--- src/rtl/packet_serializer.sv ---
// packet_serializer: frames {hdr, sync, payload} and shifts it MSB first
// on the bit strobe, then holds the line low for a gap before the next frame.
module packet_serializer #(
  parameter int GAP_BITS = 4
) (
  input  logic       clk,
  input  logic       rst,
  input  logic       en,
  input  logic       i_CONFIG,
  input  logic       TX_MODE,
  input  logic       pkt_valid,
  input  logic [9:0] hdr,
  input  logic [9:0] payload,
  output logic       pkt_ready,
  output logic       dout,
  output logic       tx_active,
  output logic       pkt_sent
);

  localparam int PACKET_SIZE = 24;
  localparam logic [3:0] SYNC = 4'b1111;
  localparam int GW = (GAP_BITS > 1) ? $clog2(GAP_BITS) : 1;
  localparam logic [4:0] LAST_BIT = 5'(PACKET_SIZE - 1);
  localparam logic [GW-1:0] GAP_LAST = GW'(GAP_BITS - 1);

  typedef enum logic [1:0] {
    S_IDLE,
    S_SHIFT,
    S_GAP
  } state_e;

  state_e                   state_q, state_d;
  logic [PACKET_SIZE-1:0]   shift_reg_q, shift_reg_d;
  logic [4:0]               bit_cnt_q, bit_cnt_d;
  logic [GW-1:0]            gap_cnt_q, gap_cnt_d;
  logic                     pkt_sent_q, pkt_sent_d;
  logic                     inhibit;

  assign inhibit = i_CONFIG | ~TX_MODE;

  always_comb begin
    state_d     = state_q;
    shift_reg_d = shift_reg_q;
    bit_cnt_d   = bit_cnt_q;
    gap_cnt_d   = gap_cnt_q;
    pkt_sent_d  = 1'b0;
    if (inhibit) begin
      state_d     = S_IDLE;
      shift_reg_d = '0;
      bit_cnt_d   = '0;
      gap_cnt_d   = '0;
    end else begin
      unique case (state_q)
        S_IDLE: begin
          if (pkt_valid) begin
            shift_reg_d = {hdr, SYNC, payload};
            bit_cnt_d   = '0;
            state_d     = S_SHIFT;
          end
        end
        S_SHIFT: begin
          if (en) begin
            shift_reg_d = {shift_reg_q[PACKET_SIZE-2:0], 1'b0};
            bit_cnt_d   = bit_cnt_q + 5'd1;
            if (bit_cnt_q == LAST_BIT) begin
              // the register is all zeros now, so the gap line is low
              pkt_sent_d = 1'b1;
              bit_cnt_d  = '0;
              gap_cnt_d  = '0;
              state_d    = (GAP_BITS == 0) ? S_IDLE : S_GAP;
            end
          end
        end
        S_GAP: begin
          if (en) begin
            if (gap_cnt_q == GAP_LAST) begin
              gap_cnt_d = '0;
              state_d   = S_IDLE;
            end else begin
              gap_cnt_d = gap_cnt_q + GW'(1);
            end
          end
        end
        default: begin
          state_d = S_IDLE;
        end
      endcase
    end
  end

  always_ff @(posedge clk) begin
    if (rst) begin
      state_q     <= S_IDLE;
      shift_reg_q <= '0;
      bit_cnt_q   <= '0;
      gap_cnt_q   <= '0;
      pkt_sent_q  <= 1'b0;
    end else begin
      state_q     <= state_d;
      shift_reg_q <= shift_reg_d;
      bit_cnt_q   <= bit_cnt_d;
      gap_cnt_q   <= gap_cnt_d;
      pkt_sent_q  <= pkt_sent_d;
    end
  end

  assign dout      = shift_reg_q[PACKET_SIZE-1];
  assign tx_active = (state_q == S_SHIFT);
  assign pkt_sent  = pkt_sent_q;
  assign pkt_ready = (state_q == S_IDLE) & ~inhibit;

endmodule

--- config.mk ---
export PLATFORM = sky130hd
export DESIGN_NAME = packet_serializer
export DESIGN_NICKNAME = d
export VERILOG_FILES = /design/src/rtl/packet_serializer.sv
export SDC_FILE = /design/constraint.sdc
export NUM_CORES = 1
export LEC_CHECK = 0
export ABC_AREA = 1
export CORE_ASPECT_RATIO = 1.5
export CORE_MARGIN = 2
export CORE_UTILIZATION = 50
export CTS_CLUSTER_DIAMETER = 100
export DETAILED_ROUTE_END_ITERATION = 7
export PLACE_DENSITY = 0.75
export RECOVER_POWER = 50
export SLEW_MARGIN = 10
export SYNTH_ARGS = -nofsm -noshare
export SYNTH_HDL_FRONTEND = slang
export SYNTH_SLANG_ARGS = --single-unit
--- constraint.sdc ---
create_clock -name clk -period 1.6 [get_ports clk]
set_input_delay 0.32 -clock clk [delete_from_list [all_inputs] [get_ports clk]]
set_output_delay 0.32 -clock clk [all_outputs]
set_load 0.05 [all_outputs]
==> impl_metrics.csv <==
group,metric,value,unit
run_status,outcome,"complete, no violations",
die,die_w,50.1,microns
clock_network,cts_tree,"done",
grt,grt-ovfl-total,0,
clock_network,cts_sinks,34,
sta,tightest_slew,596,ps
grt,grt_antenna_before_repair,0,
die,die-area,3660,sq um
pwr,powerDensity,861,nW/um^2
grt,grt_max_degree,27,
sta,fin_crit_sh,95.1,%
placement,port_buffers,29,
final_layout,num-nets-final,279,
worst_hold_path,min_path_type,"reg -> reg",
grt,grt_pass1_wl,5830,microns
logic_synthesis,synth_fp_nets,239,
setup_path,end_kind,"output port",
route,vias,1488,
route,drt_iter0_markers,21,
setup_path,slowest_stage,"dfxtp_4",
pwr,vdd.ir_drop.worst,0.755,mV
clock_network,ctsLongestPathBuffers,2,
setup_path,ff2ff_setup_slack,280,ps
logic_synthesis,ys_warn_count,0,
logic_synthesis,synth_common_cells,"64 x nand2_1, 34 x dfxtp_1, 22 x nand3_1",
route,routed_wl,3470,microns
logic_synthesis,async_flop_share,0,%
grt,grtUsageTotal,21.4,%
placement,gp_congestion,0.811,
clock_network,ctsHoldBuffers,0,
sta,clock.fmax,657,MHz
logic_synthesis,ys_ff_latch,34,
route,first_pass_iters,4,
clock_network,htreeDepth,2,
logic_synthesis,ys_seq_area_share,42.7,%
clock_network,clkTransAtPathRegs,60,ps
sta,rsz0062_at_grt,"false",
clock_network,cts_buffers,5,
placement,dpl_cell_area,2020,sq um
setup_path,crit_path_start_kind,"flop",
die,die_y,73.1,microns
sta,relSlewSlack,60.5,%
logic_synthesis,synth_cells,211,
final_layout,drive_gt1_share,13.9,%
placement,hpwlAfterDp,2500,microns
logic_synthesis,syn_area,1590,sq um
setup_path,worstSetupPathType,"reg -> out",
die,floorplan.initialDensity,51.4,%
route,drc,0,
die,fp-row-count,25,
sta,finClkSkew,5.96,ps
sta,min_period,1520,ps
setup_path,ff2ff_path_depth,6,
final_layout,final_area,2130,sq um
setup_path,cpPeakStageDelay,390,ps
setup_path,critical_path.cell_chain,"inv_2, nor2_4, buf_6, buf_12",
clock_network,clock_latency,290,ps
logic_synthesis,yosys.area.top_type,"dfxtp_1",
clock_network,clockRootBuffer,"clkbuf_8",
logic_synthesis,synthMostInstantiatedCell,"nand2_1",
logic_synthesis,synth_edf_count,0,
sta,holdWs,452,ps
pwr,leakage,1.07,nW
sta,slew_viol_final,0,
sta,setup_ws,78.9,ps
die,ioPinCount,30,
route,via_per_inst,5.10,
route,wl_per_cell,11.9,microns
placement,placed_cells,284,
sta,final_hold_viol_count,0,
setup_path,critPathMaxFanout,12,
placement,dp_slack,-65.6,ps
final_layout,fin_util,68.6,%
final_layout,diodes,0,
logic_synthesis,synth_top_area_share,42.7,%
sta,finalSetupViolCount,0,
grt,grt_pass1_vias,1434,
logic_synthesis,yosys.cell_types.count,26,
worst_hold_path,whs_path_depth,2,
die,core_area,3100,sq um
route,final_antenna_net_count,0,
logic_synthesis,syn_area_per_cell,7.55,sq um
final_layout,layout.cells.non_filler,292,
run,maxCapViolCount,0,
logic_synthesis,synthFlopType,"dfxtp_1",
setup_path,critPathArrivalTime,1200,ps
pwr,total_power,1.83,mW
logic_synthesis,synthTopCellsByArea,"dfxtp_1 43%, nand2_1 15%, o211a_1 11%",
sta,fin_setup_tns,0,ps
final_layout,area_growth,33.5,%
setup_path,worstPathRequired,1280,ps
path summary, 6_finish.rpt:
path / start / endpoint
max: state_q[0]$_SDFFE_PP0P_ / tx_active
min reg2reg: shift_reg_q[22]$_SDFFE_PP0P_ / shift_reg_q[22]$_SDFFE_PP0P_
min: shift_reg_q[22]$_SDFFE_PP0P_ / shift_reg_q[22]$_SDFFE_PP0P_
max reg2reg: state_q[1]$_SDFFE_PP0P_ / shift_reg_q[18]$_SDFFE_PP0P_
cells in the final DEF (no fill, tap or decap), drive strengths merged:
cell and n:
clkdlybuf4s50 24, dfxtp 34, o21ai 9, and3 1
inv 15, nand3 22, buf 12, nand2 66
a21oi 10, nor2 18, nor3 3, clkbuf 14
dlymetal6s2s 1, ha 2, a22oi 1, o211a 17
nand3b 1, nor4 1, or2 1
layer usage:
metal / up-vias / wire length (microns) / GRT usage [%]
li1: 778 / - / -
met5: - / 0 / 0
met1: 683 / 1520 / 22.2
met3: 6 / 111 / 5.53
met2: 21 / 1770 / 38.9
met4: 0 / 76 / 11.1
flip-flops by register name, summed over array words and instances (netlist names):
name / flops
state_q: 2
pkt_sent: 1
shift_reg_q: 24
gap_cnt_q: 2
bit_cnt_q: 5
cells by family after synthesis:
kind of cell	synth area share (%)
AND/OR/NAND/NOR	31.2
flip-flops	42.7
AO/OA/AOI/OAI	17.4
adder cells (fa/ha/maj)	1.57
buffers and inverters	7.15
critical path, delay by kind of cell (launching register included):
| kind | cells | cell delay, ps |
|---|---|---|
| simple gates | 1 | 140 |
| flops | 1 | 390 |
| buf+inv | 3 | 380 |
power by group:
group	internal (mW)	switching (mW)	total (mW)
combinational	0.119	0.111	0.230
sequential	0.863	0.00982	0.873
clock	0.434	0.292	0.727
what timing repair did:
action | in CTS | in global routing
setup endpoints to repair | 1 | 2
gates resized for setup | 3 | 3
setup buffers | 0 | 0
pin swaps | 0 | 1
layout make-up:
cell class	count	area [sq um]
Multi-Input combinational cell	152	813
Clock buffer	8	110
Tap cell	40	50.0
Sequential cell	34	686
Fill cell	267	971
Timing Repair Buffer	43	410
Inverter	15	56.3
(Power assumes the default switching activity.)
==> RTL edit, RTL diff (same flow settings) <==
Change the parameter `GAP_BITS` from 4 to 8.
--- a/src/rtl/packet_serializer.sv
+++ b/src/rtl/packet_serializer.sv
@@ -1,7 +1,7 @@
 // packet_serializer: frames {hdr, sync, payload} and shifts it MSB first
 // on the bit strobe, then holds the line low for a gap before the next frame.
 module packet_serializer #(
-  parameter int GAP_BITS = 4
+  parameter int GAP_BITS = 8
 ) (
   input  logic       clk,
   input  logic       rst,
Formal check against the unedited RTL: same outputs for any inputs over 10 cycles, from zero or initial values; that may be too few to reach the edited logic, so the function may still have changed.
==> RTL edit against the original RTL <==
Via count grew 1.9%. Critical path depth shrank 1. Design area grew 3.8%. Worst hold slack lost 18 ps. Setup slack lost 42 ps. Global-route usage shrank 0.93 points. Sequential share of layout area shrank 0.43 points. Total power grew 6.7%. First-iteration DRC count grew 24%. Synthesized cell count grew 4.3%. Wire length shrank 3.7%. Register-to-register slack lost 130 ps. Sequential cell count grew 1. Synthesized area grew 3.5%.
==> RTL edit: results <==
export IMPL_status="finished, final reports clean"
export IMPL_drtIter0Drc=26
export IMPL_io_buffers=29
export IMPL_reg_largest_list="shift_reg_q: 24 flops, bit_cnt_q: 5 flops, gap_cnt_q: 3 flops"
export IMPL_critPathMaxFanout=2
export IMPL_viasPerCell=5.07
export IMPL_synth_top_cells_by_count="64 x nand2_1, 35 x dfxtp_1, 20 x nor2_1"
export IMPL_largest_register="shift_reg_q"
export IMPL_cp_top_family="buffers and inverters"
export IMPL_clk_pin_slew_worst_paths_ps=70
export IMPL_dr_pass1_iters=4
export IMPL_clock_skew_final_ps=4.24
export IMPL_synth_cell_types=25
export IMPL_holdCritPathClass="reg -> reg"
export IMPL_slew_headroom_pct=60.5
export IMPL_grt_max_degree=30
export IMPL_drive_above_1_share_pct=12.0
export IMPL_ys_flop_type="dfxtp_1"
export IMPL_drt_wl_total_um=3340
export IMPL_antenna_found_initial=0
export IMPL_synthAdderAreaFrac_pct=2.28
export IMPL_synth_compound_area_share_pct=17.0
export IMPL_critPathArrivalTime_ps=1240
export IMPL_grt_pass1_wl_um=5740
export IMPL_layout_nets=287
export IMPL_cts_made_buffers=5
export IMPL_cts_root_buf="clkbuf_8"
export IMPL_synth_area_leaders="dfxtp_1 42%, nand2_1 15%, o211a_1 9.1%"
export IMPL_n_antenna_cell=0
export IMPL_gp_congestion=0.767
export IMPL_place_area_mm2=0.00210
export IMPL_hpwl_um=2420
export IMPL_cp_slowest_cell="clkdlybuf4s50_1"
export IMPL_syn_num_nets=249
export IMPL_peakVddDrop_mv=0.837
export IMPL_fill_cells=260
export IMPL_yosys_mux_area_fraction_pct=0
export IMPL_leakage_nw=1.08
export IMPL_yosysWarnings=0
export IMPL_yosysSeqAreaShare_pct=42.5
export IMPL_grt_pass1_vias=1362
export IMPL_async_flop_share_pct=0
export IMPL_clk_latency_ps=290
export IMPL_grtUsageTotal_pct=20.5
export IMPL_power_switching_mw=0.435
export IMPL_cts_path_max_buffers=2
export IMPL_crit_path_max_incr_delay_ps=470
export IMPL_htree_levels=2
export IMPL_synthXorXnorAreaFrac_pct=0
[RTL edit: final timing paths]
kind                 from            to  slack (ps)  cells past startpoint
min reg2reg  bit_cnt_q[4]  bit_cnt_q[4]         430                      1
max              i_CONFIG     pkt_ready          40                      3
max reg2reg    state_q[1]    state_q[1]         150                      8
min          bit_cnt_q[4]  bit_cnt_q[4]         430                      1
[RTL edit: routing by layer]
metal	global-route usage, %	vias to the layer above	part of all wire [%]
li1	-	804	-
met1	21.8	673	42
met2	37.6	32	50
met3	5.02	8	5.5
met4	9.91	0	2.1
met5	0	-	0
[RTL edit: timing repair]
item	in CTS	in global routing
pin swaps	0	0
resized for setup	1	1
buffers inserted	0	0
hold endpoints to repair	0	0
endpoints found under the setup margin	1	1
[RTL edit: through the flow]
step,setup slack (ps),instances,hold slack [ps]
after CTS,11.3,299,437
after global placement,35.2,291,415
after detailed placement,-1.21,291,428
after global routing,4.96,299,462
after floorplan,236,220,407
final,37.1,299,434
[RTL edit: power by group through the flow]
| stage | registers (mW) | logic (mW) | clock network, mW |
|---|---|---|---|
| 6_report | 0.898 | 0.230 | 0.823 |
| 2_1_floorplan | 0.918 | 0.119 | 0 |
| 3_5_place_dp | 0.918 | 0.233 | 0 |
| 3_3_place_gp | 0.918 | 0.232 | 0 |
| 5_1_grt | 0.900 | 0.254 | 0.880 |
| 4_1_cts | 0.898 | 0.234 | 0.839 |
[RTL edit: layout make-up]
class | instances | area, µm² | area share (%)
flip-flops and latches | 35 | 702 | 31.8
clock buffers | 6 | 82.6 | 3.74
well taps | 40 | 50.0 | 2.27
repair buffers | 41 | 437 | 19.8
multi-input cells | 159 | 840 | 38.1
inverters | 16 | 60.1 | 2.72
clock inverters | 2 | 35.0 | 1.59
